--- src/rtl/z80_sys_pkg.sv ---
// Shared encodings for the Z80 clock/reset controller: CPU modes, controller
// states and the default reset-stretch length.
package z80_sys_pkg;

  localparam logic [1:0] MODE_RUN  = 2'b00;
  localparam logic [1:0] MODE_STEP = 2'b01;
  localparam logic [1:0] MODE_HALT = 2'b10;

  localparam int RST_CYCLES_DEF = 8;

  typedef enum logic [1:0] {
    ST_RESET = 2'b00,
    ST_RUN   = 2'b01,
    ST_PARK  = 2'b10,
    ST_STEP  = 2'b11
  } clk_state_e;

endpackage

--- src/rtl/btn_debounce.sv ---
// Button conditioner: two-flop synchroniser followed by a stability counter;
// the output level follows the input only after DEB_CYCLES stable samples.
module btn_debounce #(
  parameter int DEB_CYCLES = 1_000_000
) (
  input  logic clk_i,
  input  logic rst_ni,
  input  logic btn_i,
  output logic level_o
);

  localparam int CW = $clog2(DEB_CYCLES + 1);
  localparam logic [CW-1:0] CNT_MAX = CW'(DEB_CYCLES - 1);

  logic          sync1_q;
  logic          sync2_q;
  logic          level_q;
  logic [CW-1:0] cnt_q;

  // Synchronise the raw button and flip the level after a stable run
  always_ff @(posedge clk_i or negedge rst_ni) begin
    if (!rst_ni) begin
      sync1_q <= 1'b0;
      sync2_q <= 1'b0;
      level_q <= 1'b0;
      cnt_q   <= '0;
    end else begin
      sync1_q <= btn_i;
      sync2_q <= sync1_q;
      if (sync2_q == level_q) begin
        cnt_q <= '0;
      end else if (cnt_q == CNT_MAX) begin
        level_q <= sync2_q;
        cnt_q   <= '0;
      end else begin
        cnt_q <= cnt_q + CW'(1);
      end
    end
  end

  assign level_o = level_q;

endmodule

--- src/rtl/z80_clk_rst_ctrl.sv ---
// Z80 CPU clock divider with run/step/halt control and stretched CPU reset.
// Step mode is built only when Z80_CLK_STEP_EN is defined; otherwise mode 01 halts.
module z80_clk_rst_ctrl
  import z80_sys_pkg::*;
#(
  parameter int DIV_W      = 16,
  parameter int RST_CYCLES = RST_CYCLES_DEF,
  parameter int DEB_CYCLES = 1_000_000
) (
  input  logic             mclk,
  input  logic             nreset,
  input  logic [DIV_W-1:0] div_ratio,
  input  logic [1:0]       mode,
  input  logic             step_btn,
  input  logic             rst_btn,
  output logic             cpu_clk,
  output logic             cpu_clk_rise,
  output logic             cpu_nreset,
  output logic             step_busy
);

  localparam int RW = $clog2(RST_CYCLES + 1);
  localparam logic [RW-1:0] RST_MAX = RW'(RST_CYCLES);

  clk_state_e       state_q;
  logic [DIV_W-1:0] cnt_q;
  logic [DIV_W-1:0] ratio_q;
  logic             ratio_vld_q;
  logic             clk_q;
  logic             rise_q;
  logic             nres_q;
  logic             busy_q;
  logic [RW-1:0]    rst_cnt_q;

  logic             rst_req_s;
  logic             step_req_s;
  logic [DIV_W-1:0] ratio_s;
  logic             toggle_s;

  btn_debounce #(.DEB_CYCLES(DEB_CYCLES)) u_rst_deb (
    .clk_i   (mclk),
    .rst_ni  (nreset),
    .btn_i   (rst_btn),
    .level_o (rst_req_s)
  );

`ifdef Z80_CLK_STEP_EN
  logic step_lvl_s;
  logic step_prev_q;

  btn_debounce #(.DEB_CYCLES(DEB_CYCLES)) u_step_deb (
    .clk_i   (mclk),
    .rst_ni  (nreset),
    .btn_i   (step_btn),
    .level_o (step_lvl_s)
  );

  // Remember the previous debounced step level for rising-edge detection
  always_ff @(posedge mclk or negedge nreset) begin
    if (!nreset) begin
      step_prev_q <= 1'b0;
    end else begin
      step_prev_q <= step_lvl_s;
    end
  end

  assign step_req_s = step_lvl_s & ~step_prev_q;
`else
  // Without step support the button is deliberately discarded
  assign step_req_s = 1'b0 & step_btn;
`endif

  // Until the first post-reset edge the ratio tracks the input directly
  assign ratio_s  = ratio_vld_q ? ratio_q : div_ratio;
  assign toggle_s = (cnt_q == ratio_s);

  // Clock/reset state machine: phase counter, CPU clock and reset stretch
  always_ff @(posedge mclk or negedge nreset) begin
    if (!nreset) begin
      state_q     <= ST_RESET;
      cnt_q       <= '0;
      ratio_q     <= '0;
      ratio_vld_q <= 1'b0;
      clk_q       <= 1'b0;
      rise_q      <= 1'b0;
      nres_q      <= 1'b0;
      busy_q      <= 1'b0;
      rst_cnt_q   <= '0;
    end else begin
      rise_q      <= 1'b0;
      cnt_q       <= cnt_q + DIV_W'(1);
      ratio_vld_q <= 1'b1;
      if (toggle_s || !ratio_vld_q) begin
        ratio_q <= div_ratio;
      end else begin
        ratio_q <= ratio_q;
      end

      if (toggle_s) begin
        cnt_q <= '0;
        if (clk_q) begin
          clk_q <= 1'b0;
          case (state_q)
            ST_RESET: begin
              if (rst_cnt_q == RST_MAX) begin
                nres_q  <= 1'b1;
                state_q <= (mode == MODE_RUN) ? ST_RUN : ST_PARK;
              end
            end
            ST_STEP: begin
              state_q <= ST_PARK;
              busy_q  <= 1'b0;
            end
            default: begin
            end
          endcase
        end else begin
          case (state_q)
            ST_RUN: begin
              if (mode == MODE_RUN) begin
                clk_q  <= 1'b1;
                rise_q <= 1'b1;
              end else begin
                state_q <= ST_PARK;
              end
            end
            ST_PARK: begin
            end
            ST_RESET: begin
              clk_q  <= 1'b1;
              rise_q <= 1'b1;
              if (rst_cnt_q != RST_MAX) begin
                rst_cnt_q <= rst_cnt_q + RW'(1);
              end
            end
            default: begin
              clk_q  <= 1'b1;
              rise_q <= 1'b1;
            end
          endcase
        end
      end

      // Parked: hold the phase so a restart always begins with a full low phase
      if (state_q == ST_PARK) begin
        cnt_q <= '0;
        if (mode == MODE_RUN) begin
          state_q <= ST_RUN;
        end else if (step_req_s && (mode == MODE_STEP)) begin
          state_q <= ST_STEP;
          busy_q  <= 1'b1;
        end
      end

      if (rst_req_s) begin
        state_q   <= ST_RESET;
        rst_cnt_q <= '0;
        nres_q    <= 1'b0;
        busy_q    <= 1'b0;
      end
    end
  end

  assign cpu_clk      = clk_q;
  assign cpu_clk_rise = rise_q;
  assign cpu_nreset   = nres_q;
  assign step_busy    = busy_q;

endmodule

--- config.mk ---
export PLATFORM = sky130hd
export DESIGN_NAME = z80_clk_rst_ctrl
export DESIGN_NICKNAME = d
export VERILOG_FILES = /design/src/rtl/z80_sys_pkg.sv /design/src/rtl/btn_debounce.sv /design/src/rtl/z80_clk_rst_ctrl.sv
export SDC_FILE = /design/constraint.sdc
export NUM_CORES = 1
export LEC_CHECK = 0
export ABC_AREA = 1
export BUFFER_PORTS_ARGS = -buffer_cell sky130_fd_sc_hd__buf_4
export CAP_MARGIN = 25
export CORE_MARGIN = 2
export CORE_UTILIZATION = 55
export CTS_CLUSTER_DIAMETER = 80
export DETAILED_ROUTE_END_ITERATION = 7
export PLACE_DENSITY = 0.73
export SLEW_MARGIN = 20
export SYNTH_ARGS = -nofsm -noshare
export SYNTH_HDL_FRONTEND = slang
export SYNTH_HIERARCHICAL = 1
export SYNTH_SLANG_ARGS = --single-unit
--- constraint.sdc ---
create_clock -name mclk -period 2.5 [get_ports mclk]
set_input_delay 0.75 -clock mclk [delete_from_list [all_inputs] [get_ports mclk]]
set_output_delay 0.75 -clock mclk [all_outputs]
set_load 0.005 [all_outputs]
==> results of run 1 <==
==> report_power, final <==
| group | leakage [nW] | switching, mW | internal, mW |
|---|---|---|---|
| combinational | 1.34 | 0.361 | 0.226 |
| sequential | 0.852 | 0.0902 | 1.13 |
| clock | 0.109 | 0.418 | 0.617 |
==> cells by family (layout without fill, tap and decap cells) <==
family	count (synthesis)	in the layout	synth area share
flip-flops	65	65	0.395
AND/OR/NAND/NOR	394	394	0.431
AO/OA/AOI/OAI	21	21	0.0270
other	2	2	0.00182
XOR/XNOR	20	20	0.0444
buffers and inverters	71	103	0.0762
adder cells (fa/ha/maj)	8	8	0.0243
==> state kept, by name (all words and copies together) (netlist names) <==
| name | cells |
|---|---|
| u_rst_deb/cnt_q | 20 |
| cnt_q | 16 |
| ratio_q | 16 |
| rst_cnt_q | 4 |
| state_q | 2 |
| cpu_clk | 1 |
| cpu_clk_rise | 1 |
| cpu_nreset | 1 |
| ratio_vld_q | 1 |
| u_rst_deb/level_o | 1 |
| u_rst_deb/sync1_q | 1 |
| u_rst_deb/sync2_q | 1 |
==> per-layer routing <==
metal	share of wire	up-vias
met3	0.044	7
met5	0	-
li1	-	1891
met2	0.47	66
met4	0.0066	0
met1	0.48	1676
==> stage by stage <==
| stage | area (um^2) | setup slack [ns] | hold WS (ns) |
|---|---|---|---|
| after global placement | 4380 | 0.214 | 0.336 |
| after floorplan | 4120 | 0.667 | 0.331 |
| after global routing | 4610 | 0.114 | 0.373 |
| after detailed placement | 4380 | 0.125 | 0.339 |
| after CTS | 4610 | 0.357 | 0.360 |
| final | 4610 | 0.370 | 0.357 |
==> layout make-up <==
class                      instances  share of cell area
clock buffer                      12              0.0336
clock inverter                     4              0.0163
inverter                          60              0.0493
multi-input combinational        445               0.472
sequential                        65               0.352
tap                               99              0.0268
timing repair buffer              27              0.0493
==> cells in the final DEF, fill, tap and decap left out <==
| master | n |
|---|---|
| or2_2 | 1 |
| nand3b_1 | 3 |
| nand4_1 | 11 |
| clkbuf_1 | 1 |
| clkinv_1 | 1 |
| nor2_2 | 8 |
| inv_2 | 2 |
| nor3_1 | 11 |
| nor3b_2 | 2 |
| nor4_1 | 2 |
| o31ai_1 | 1 |
| a22oi_1 | 1 |
| dfrtp_1 | 65 |
| nand2_1 | 185 |
| nand3_2 | 2 |
| inv_4 | 1 |
| nand2_4 | 2 |
| a21oi_1 | 6 |
| conb_1 | 2 |
| inv_1 | 56 |
| clkinvlp_4 | 2 |
| buf_4 | 25 |
| nand2_2 | 12 |
| o21ai_1 | 4 |
| xor2_1 | 16 |
| nor2_1 | 75 |
| bufinv_16 | 2 |
| buf_12 | 2 |
| nor2_4 | 6 |
| ha_1 | 8 |
| nor3_2 | 1 |
| nand3_1 | 73 |
| clkbuf_8 | 11 |
| a31oi_1 | 1 |
| xor2_2 | 1 |
| o21ai_0 | 8 |
| xnor2_1 | 3 |
==> worst paths after layout <==
check                                   from                end  slack (ns)  depth (start not counted)
setup / recovery                 ratio_vld_q        ratio_q[14]        0.37                         10
setup reg to reg                 ratio_vld_q        ratio_q[14]        0.37                         10
hold reg to reg            u_rst_deb/sync1_q  u_rst_deb/sync2_q        0.36                          0
min in group asynchronous             nreset          cnt_q[14]        0.39                          1
hold / removal             u_rst_deb/sync1_q  u_rst_deb/sync2_q        0.36                          0
max in group asynchronous             nreset         state_q[0]        1.58                          2
==> critical path, delay by kind of cell, from the launching register on <==
kind | cells | cell delay [ns]
AO/OA/AOI/OAI | 1 | 0.13
flip-flops | 1 | 0.43
buffers and inverters | 1 | 0.21
AND/OR/NAND/NOR | 8 | 1.19
==> flow_summary.ini, run 1 <==
[clocking]
clock-sinks = 65
cts_tree = done
cts_max_level = 3
hold_buffers = 0
cts-root-buf = clkbuf_8
cts_buffers = 9
path_clk_slew_ns = 0.07
cts_setup_buffers = 0
worstSkewPairLatency_ns = 0.34
clock_path_buffers = 2
cts_resized = 0

[detailed_routing]
routed_wl_um = 8920
vias = 3640
drcViolationCount = 0
drt_iter0_markers = 216
drt_first_pass_iters = 4
postRouteAntennaNets = 0
wl_per_cell_um = 12.5
avgViaCountPerCell = 5.11

[synthesis]
synth-seq-cells = 65
synth_area_leader_cell = dfrtp_1
synth_cells = 581
synth_commonest_cells = 185 x nand2_1, 75 x nor2_1, 73 x nand3_1, 65 x dfrtp_1, 56 x inv_1
ys.warnings.count = 6
synthesis.nets = 611
seq_area_frac_synth = 0.395
syn_area_per_cell_um2 = 7.09
ys_top_cells_by_area = dfrtp_1 39%, nand2_1 17%, nand3_1 8.9%
synth_edf_count = 0
yosysUniqueCellTypes = 35
synth_ff_type = dfrtp_1
synth_top_area_share = 0.395
netlist_area_um2 = 4120
yosysMostFrequentCell = nand2_1
async_flop_share = 1.00

[setup_path]
worstPathArrival_ns = 2.34
crit_path_end_kind = flip-flop
worstPathCellList = buf_12 -> nand2_1 -> nand3_1 -> nand2_1 -> nor2_1 -> nand2_1 -> nor2_2 -> nand2_2 -> nand2_2 -> o21ai_0
worstPathMaxFanout = 33
worstSetupPathType = flip-flop to flip-flop
worst-endpoint-required_ns = 2.71
critPathLaunchType = flip-flop
cpPeakStageDelay_ns = 0.43
crit_top_cell = nand2_1
critical-path-slowest-cell = dfrtp_1

[global_route]
grt_max_degree = 41
grt_pass1_wl_um = 15900
overflow = 0
grt_use_met3 = 0.0484
busiest_layer = met2
grt_pass1_vias = 3482
grt_antenna_before_repair = 0
met2_usage = 0.386
grt_use_met1 = 0.328
grtUsageTotal = 0.238

[timing]
max_slew_margin = 0.622
fin_setup_tns_ns = 0
worst_pin_slew_ns = 0.563
min_period_over_period = 0.852
setup_viol = 0
hold_viol_final = 0
layout_min_cycle_time_ns = 2.13
rsz0062_at_grt = no
skew_ns = 0.00921
drv_slew = 0
fmax_mhz = 469

[pwr]
power_density_nw_per_um2 = 617
peakVddDrop_v = 0.000366
p_total_mw = 2.84
leakagePower_nw = 2.30

[place]
dpl.cell_count = 696
gp_congestion = 0.866
dp_hpwl_um = 6480
io_buffers = 23

[run_status]
status = complete, no violations

[layout]
area_growth_pct = 12.0
n_antenna_cell = 0
fillers = 646
drive_above_1_share = 0.131
post-route-util = 0.636
ff_latch_area_um2 = 1630
final_net_count = 638
finalNonFillerCells = 712
multi_input_area_um2 = 2180

[hold_path]
hold_path.class = flip-flop to flip-flop

[die]
row_count = 31
die_x_um = 90.5
die_h_um = 90.5
io_pins = 26
coreArea_um2 = 7250
die_area_um2 = 8200
start_util = 0.568

[flow_run]
drv_cap = 0
Note: power is estimated with default switching activity, not from simulation.
==> inputs of run 2 (changes only) <==
Settings changed: ABC_AREA 1 to unset, PLACE_DENSITY 0.73 to 0.74.
==> run 2 against run 1 <==
  * Die area is 16% lower
  * Combinational power is 58% lower
  * Sequential share of layout area is 6.4 points higher
  * Core utilization is 1.6 points higher
  * Cell count is 39% lower
  * Setup slack worse by 0.21 ns
  * Largest power group unchanged
==> flow_summary.ini, run 2 <==
[synthesis]
netlist_area_um2 = 3430
ys_top_cells_by_area = dfrtp_1 47%, xnor2_1 7.9%, mux2_2 5.6%
synth_ff_type = dfrtp_1
synth_top_area_share = 0.474
async_flop_share = 1.00
seq_area_frac_synth = 0.474
yosysUniqueCellTypes = 46
synth_cells = 321
synth_commonest_cells = 65 x dfrtp_1, 43 x nor2_1, 31 x xnor2_1, 18 x mux2i_1, 17 x mux2_2
synthesis.nets = 351
syn_area_per_cell_um2 = 10.7
synth-seq-cells = 65
synth_edf_count = 0
yosysMostFrequentCell = dfrtp_1
synth_area_leader_cell = dfrtp_1
ys.warnings.count = 6

[detailed_routing]
drt_first_pass_iters = 4
drcViolationCount = 0
vias = 2389
wl_per_cell_um = 13.8
avgViaCountPerCell = 5.50
drt_iter0_markers = 89
routed_wl_um = 6000
postRouteAntennaNets = 0

[timing]
fin_setup_tns_ns = 0
skew_ns = 0.00651
hold_slack_ns = 0.347
layout_min_cycle_time_ns = 2.34
drv_slew = 0
hold_viol_final = 0
rsz0062_at_grt = no
fmax_mhz = 428
worst_pin_slew_ns = 0.803
min_period_over_period = 0.935
setup_viol = 0
max_slew_margin = 0.465

[place]
io_buffers = 23
dp_hpwl_um = 4220
gp_congestion = 0.782

[layout]
final_net_count = 384
n_antenna_cell = 0
largest_registers = u_rst_deb/cnt_q (20), cnt_q (16), ratio_q (16)
area_growth_pct = 13.9
layout_common_cells = 65 x dfrtp_1, 43 x nor2_1, 31 x xnor2_1, 30 x buf_4
drive_above_1_share = 0.206
largest_reg_flops = 20
top_register = u_rst_deb/cnt_q
final_common_cell = dfrtp_1

[setup_path]
crit_start = ratio_vld_q
cpPeakStageDelay_ns = 0.54
worstPathCellList = buf_12 -> mux2i_1 -> xnor2_1 -> nor4_2 -> buf_4 -> nand4_2 -> or4_1 -> a21oi_1
path_delay_family = simple AND/OR/NAND/NOR gates
cp.depth = 8
critPathLaunchType = flip-flop
worst-endpoint-required_ns = 2.76
worstPathMaxFanout = 17
worst_r2r_path_depth = 8
crit_path_end_kind = flip-flop
worstPathArrival_ns = 2.60
crit_buf_inv = 2
critical-path-slowest-cell = or4_1
worstSetupPathType = flip-flop to flip-flop
rr_startpoint = ratio_vld_q

[hold_path]
whs_path_depth = 0
hold_start = u_rst_deb/sync1_q
hold_path.class = flip-flop to flip-flop

[pwr]
power_density_nw_per_um2 = 566
peakVddDrop_v = 0.000344
leakagePower_nw = 1.73
p_total_mw = 2.21

[global_route]
grt_pass1_vias = 2362
grt_max_degree = 66
grtUsageTotal = 0.194
overflow = 0
grt_pass1_wl_um = 10800
grt_antenna_before_repair = 0

[die]
row_count = 28
die_x_um = 83.0
io_pins = 26
coreArea_um2 = 5990
start_util = 0.573
die_h_um = 83.0
die_area_um2 = 6890

[flow_run]
drv_cap = 0

[run_status]
status = complete, no violations

[clocking]
worstSkewPairLatency_ns = 0.34
cts-root-buf = clkbuf_8
cts_max_level = 3
cts_buffers = 9
clock_path_buffers = 2
clock-sinks = 65
cts_setup_buffers = 0
path_clk_slew_ns = 0.06
cts_tree = done
## run 2: changes by cell type after synthesis, sizes merged, moves of 7 or more
cell / change
mux2: +17
xnor2: +28
nand2: -186
nor2: -46
nor4: +7
o21ai: -7
mux2i: +18
nand3: -60
inv: -47
## run 2: worst paths after layout
path | end | slack [ns]
min | u_rst_deb/sync2_q | 0.35
min reg2reg | u_rst_deb/sync2_q | 0.35
max in group asynchronous | u_rst_deb/cnt_q[14] | 1.47
max | rst_cnt_q[3] | 0.16
min in group asynchronous | rst_cnt_q[3] | 0.50
max reg2reg | rst_cnt_q[3] | 0.16
## run 2: routing by layer
layer | global-route usage | share of wire
met4 | 0.0924 | 0.019
met3 | 0.0437 | 0.033
met1 | 0.258 | 0.48
met2 | 0.302 | 0.47
met5 | 0 | 0
## run 2: power breakdown
part	switching, mW	internal [mW]
clock network	0.377	0.410
registers	0.0626	1.12
logic	0.112	0.136
## run 2: layout make-up
type | instances | area (um^2)
multi-input cells | 234 | 1700
inverters | 12 | 45.0
flip-flops and latches | 65 | 1630
well taps | 75 | 93.8
fillers | 500 | 2080
clock buffers | 13 | 159
repair buffers | 32 | 265
clock inverters | 3 | 15.0
## run 2: kinds of logic after synthesis
| family | synth area share |
|---|---|
| AND/OR/NAND/NOR | 0.185 |
| adder cells (fa/ha/maj) | 0.0292 |
| XOR/XNOR | 0.117 |
| other | 0.00219 |
| flip-flops | 0.474 |
| AO/OA/AOI/OAI | 0.0514 |
| multiplexers | 0.108 |
| buffers and inverters | 0.0324 |
## run 2: what timing repair did
action | in CTS | in global routing
hold buffers | 0 | 0
setup endpoints to repair | 0 | 1
endpoints found under the hold margin | 0 | 0
resized for setup | 0 | 2
## run 2: stage by stage
step	cell area (um^2)	instances	setup WS (ns)	util
floorplan	3430	321	0.209	-
global placement	3720	418	-0.0849	0.622
detailed placement	3720	418	-0.130	0.622
CTS	3900	434	0.106	0.651
global route	3910	434	0.0222	0.652
finish	3910	434	0.162	0.652
==> inputs of run 3 (changes only) <==
Settings changed: RECOVER_POWER set to 25.
==> run 3 against run 2 <==
  * The flow now finishes with violations (capacitance limit, slew limit)
  * Die area stayed put
  * Core utilization hardly changed
  * Total power barely moved
  * Design area hardly changed
  * Wire length barely moved
  * Setup slack about the same
  * Combinational power is essentially flat
  * Sequential share of layout area barely moved
  * Via count unchanged
  * First-iteration DRC count stayed put
  * Critical endpoint unchanged
==> flow_summary.ini, run 3 (synthesis results as in run 2) <==
[global_route]
grtUsageTotal = 0.194
grt_max_degree = 66
overflow = 0
grt_pass1_wl_um = 10800
grt_pass1_vias = 2362
grt_antenna_before_repair = 0

[setup_path]
cp.depth = 8
worstSetupPathType = flip-flop to flip-flop
reg2reg_to = rst_cnt_q[3]
ff2ff_setup_slack_ns = 0.16
crit_path_end_kind = flip-flop
crit_buf_inv = 2
worstPathMaxFanout = 17
rr_startpoint = ratio_vld_q
critPathLaunchType = flip-flop
cpPeakStageDelay_ns = 0.54
worst_r2r_path_depth = 8
worstPathCellList = buf_12 -> mux2i_1 -> xnor2_1 -> nor4_2 -> buf_4 -> nand4_2 -> or4_1 -> a21oi_1
critical-path-slowest-cell = or4_1
worst-endpoint-required_ns = 2.76
worstPathArrival_ns = 2.60
path_delay_family = simple AND/OR/NAND/NOR gates

[hold_path]
hold_start = u_rst_deb/sync1_q
hold_path.class = flip-flop to flip-flop
whs_path_depth = 0
min_to = u_rst_deb/sync2_q

[layout]
n_antenna_cell = 0
fillers = 501
drive_above_1_share = 0.206
top_register = u_rst_deb/cnt_q
final_net_count = 384
final_common_cell = dfrtp_1
finalNonFillerCells = 434
area_growth_pct = 13.8
largest_reg_flops = 20
layout_common_cells = 65 x dfrtp_1, 43 x nor2_1, 31 x xnor2_1, 28 x buf_4
fin_area_um2 = 3910
largest_registers = u_rst_deb/cnt_q (20), cnt_q (16), ratio_q (16)

[timing]
rsz0062_at_grt = no
hold_viol_final = 0
max_slew_margin = -0.0508
layout_min_cycle_time_ns = 2.34
skew_ns = 0.00651
fmax_mhz = 428
setup_viol = 0
fin_ws_ns = 0.162
drv_slew = 66
worst_pin_slew_ns = 1.58
fin_setup_tns_ns = 0
min_period_over_period = 0.935

[clocking]
hold_buffers = 0
path_clk_slew_ns = 0.06
cts_max_level = 3
cts_tree = done
clock-sinks = 65
cts-root-buf = clkbuf_8
cts_setup_buffers = 0
worstSkewPairLatency_ns = 0.34
cts_buffers = 9
clock_path_buffers = 2

[detailed_routing]
drcViolationCount = 0
vias = 2389
postRouteAntennaNets = 0
drt_iter0_markers = 89
drt_first_pass_iters = 4
routed_wl_um = 6000
wl_per_cell_um = 13.8
avgViaCountPerCell = 5.50

[place]
place_area_um2 = 3720
dp_hpwl_um = 4220
dpl.cell_count = 418
io_buffers = 23
place_ws_ns = -0.130
gp_congestion = 0.782

[flow_run]
drv_cap = 1

[run_status]
violations = capacitance limit, slew limit
status = finished with violations

[pwr]
power_density_nw_per_um2 = 566
p_total_mw = 2.21
peakVddDrop_v = 0.000344
leakagePower_nw = 1.73

[die]
coreArea_um2 = 5990
die_x_um = 83.0
io_pins = 26
start_util = 0.573
die_area_um2 = 6890
row_count = 28
die_h_um = 83.0
[run 3: cell count changes in the layout (fill, tap and decap cells not counted)]
cell	change
buf_4	-2
clkbuf_4	+1
clkbuf_2	+1
[run 3: power breakdown]
group / switching (mW) / internal, mW / total (mW)
clock network: 0.377 / 0.410 / 0.787
logic: 0.112 / 0.135 / 0.247
registers: 0.0626 / 1.12 / 1.18
total: 0.551 / 1.66 / 2.21
[run 3: layout make-up]
cell class | count | area [um^2] | area share
multi-input combinational | 234 | 1700 | 0.436
sequential | 65 | 1630 | 0.416
timing repair buffer | 32 | 263 | 0.0673
clock buffer | 13 | 159 | 0.0407
tap | 75 | 93.8 | 0.0240
inverter | 12 | 45.0 | 0.0115
clock inverter | 3 | 15.0 | 0.00384
[run 3: metal layers]
| layer | up-vias | global-route usage | wire length [um] |
|---|---|---|---|
| met4 | 0 | 0.0924 | 116 |
| met5 | - | 0 | 0 |
| li1 | 1185 | - | - |
| met1 | 1153 | 0.258 | 2880 |
| met3 | 13 | 0.0437 | 198 |
| met2 | 38 | 0.302 | 2810 |
[run 3: how the worst max path moves through the flow]
| stage | startpoint | endpoint | slack (ns) |
|---|---|---|---|
| floorplan | div_ratio[3] | ratio_q[0] | 0.21 |
| finish | ratio_vld_q | rst_cnt_q[3] | 0.16 |
| global route | ratio_vld_q | rst_cnt_q[3] | 0.02 |
| CTS | ratio_vld_q | rst_cnt_q[3] | 0.11 |
| detailed placement | div_ratio[3] | rst_cnt_q[3] | -0.13 |
| global placement | div_ratio[11] | ratio_q[9] | -0.08 |
[run 3: what timing repair did]
action	CTS	global route
resized for setup	0	2
hold endpoints to repair	0	0
setup endpoints to repair	0	1
[run 3: through the flow]
stage | util | hold WS, ns
2_1_floorplan | - | 0.331
3_3_place_gp | 0.622 | 0.332
3_5_place_dp | 0.622 | 0.337
4_1_cts | 0.651 | 0.351
5_1_grt | 0.652 | 0.370
6_report | 0.652 | 0.347
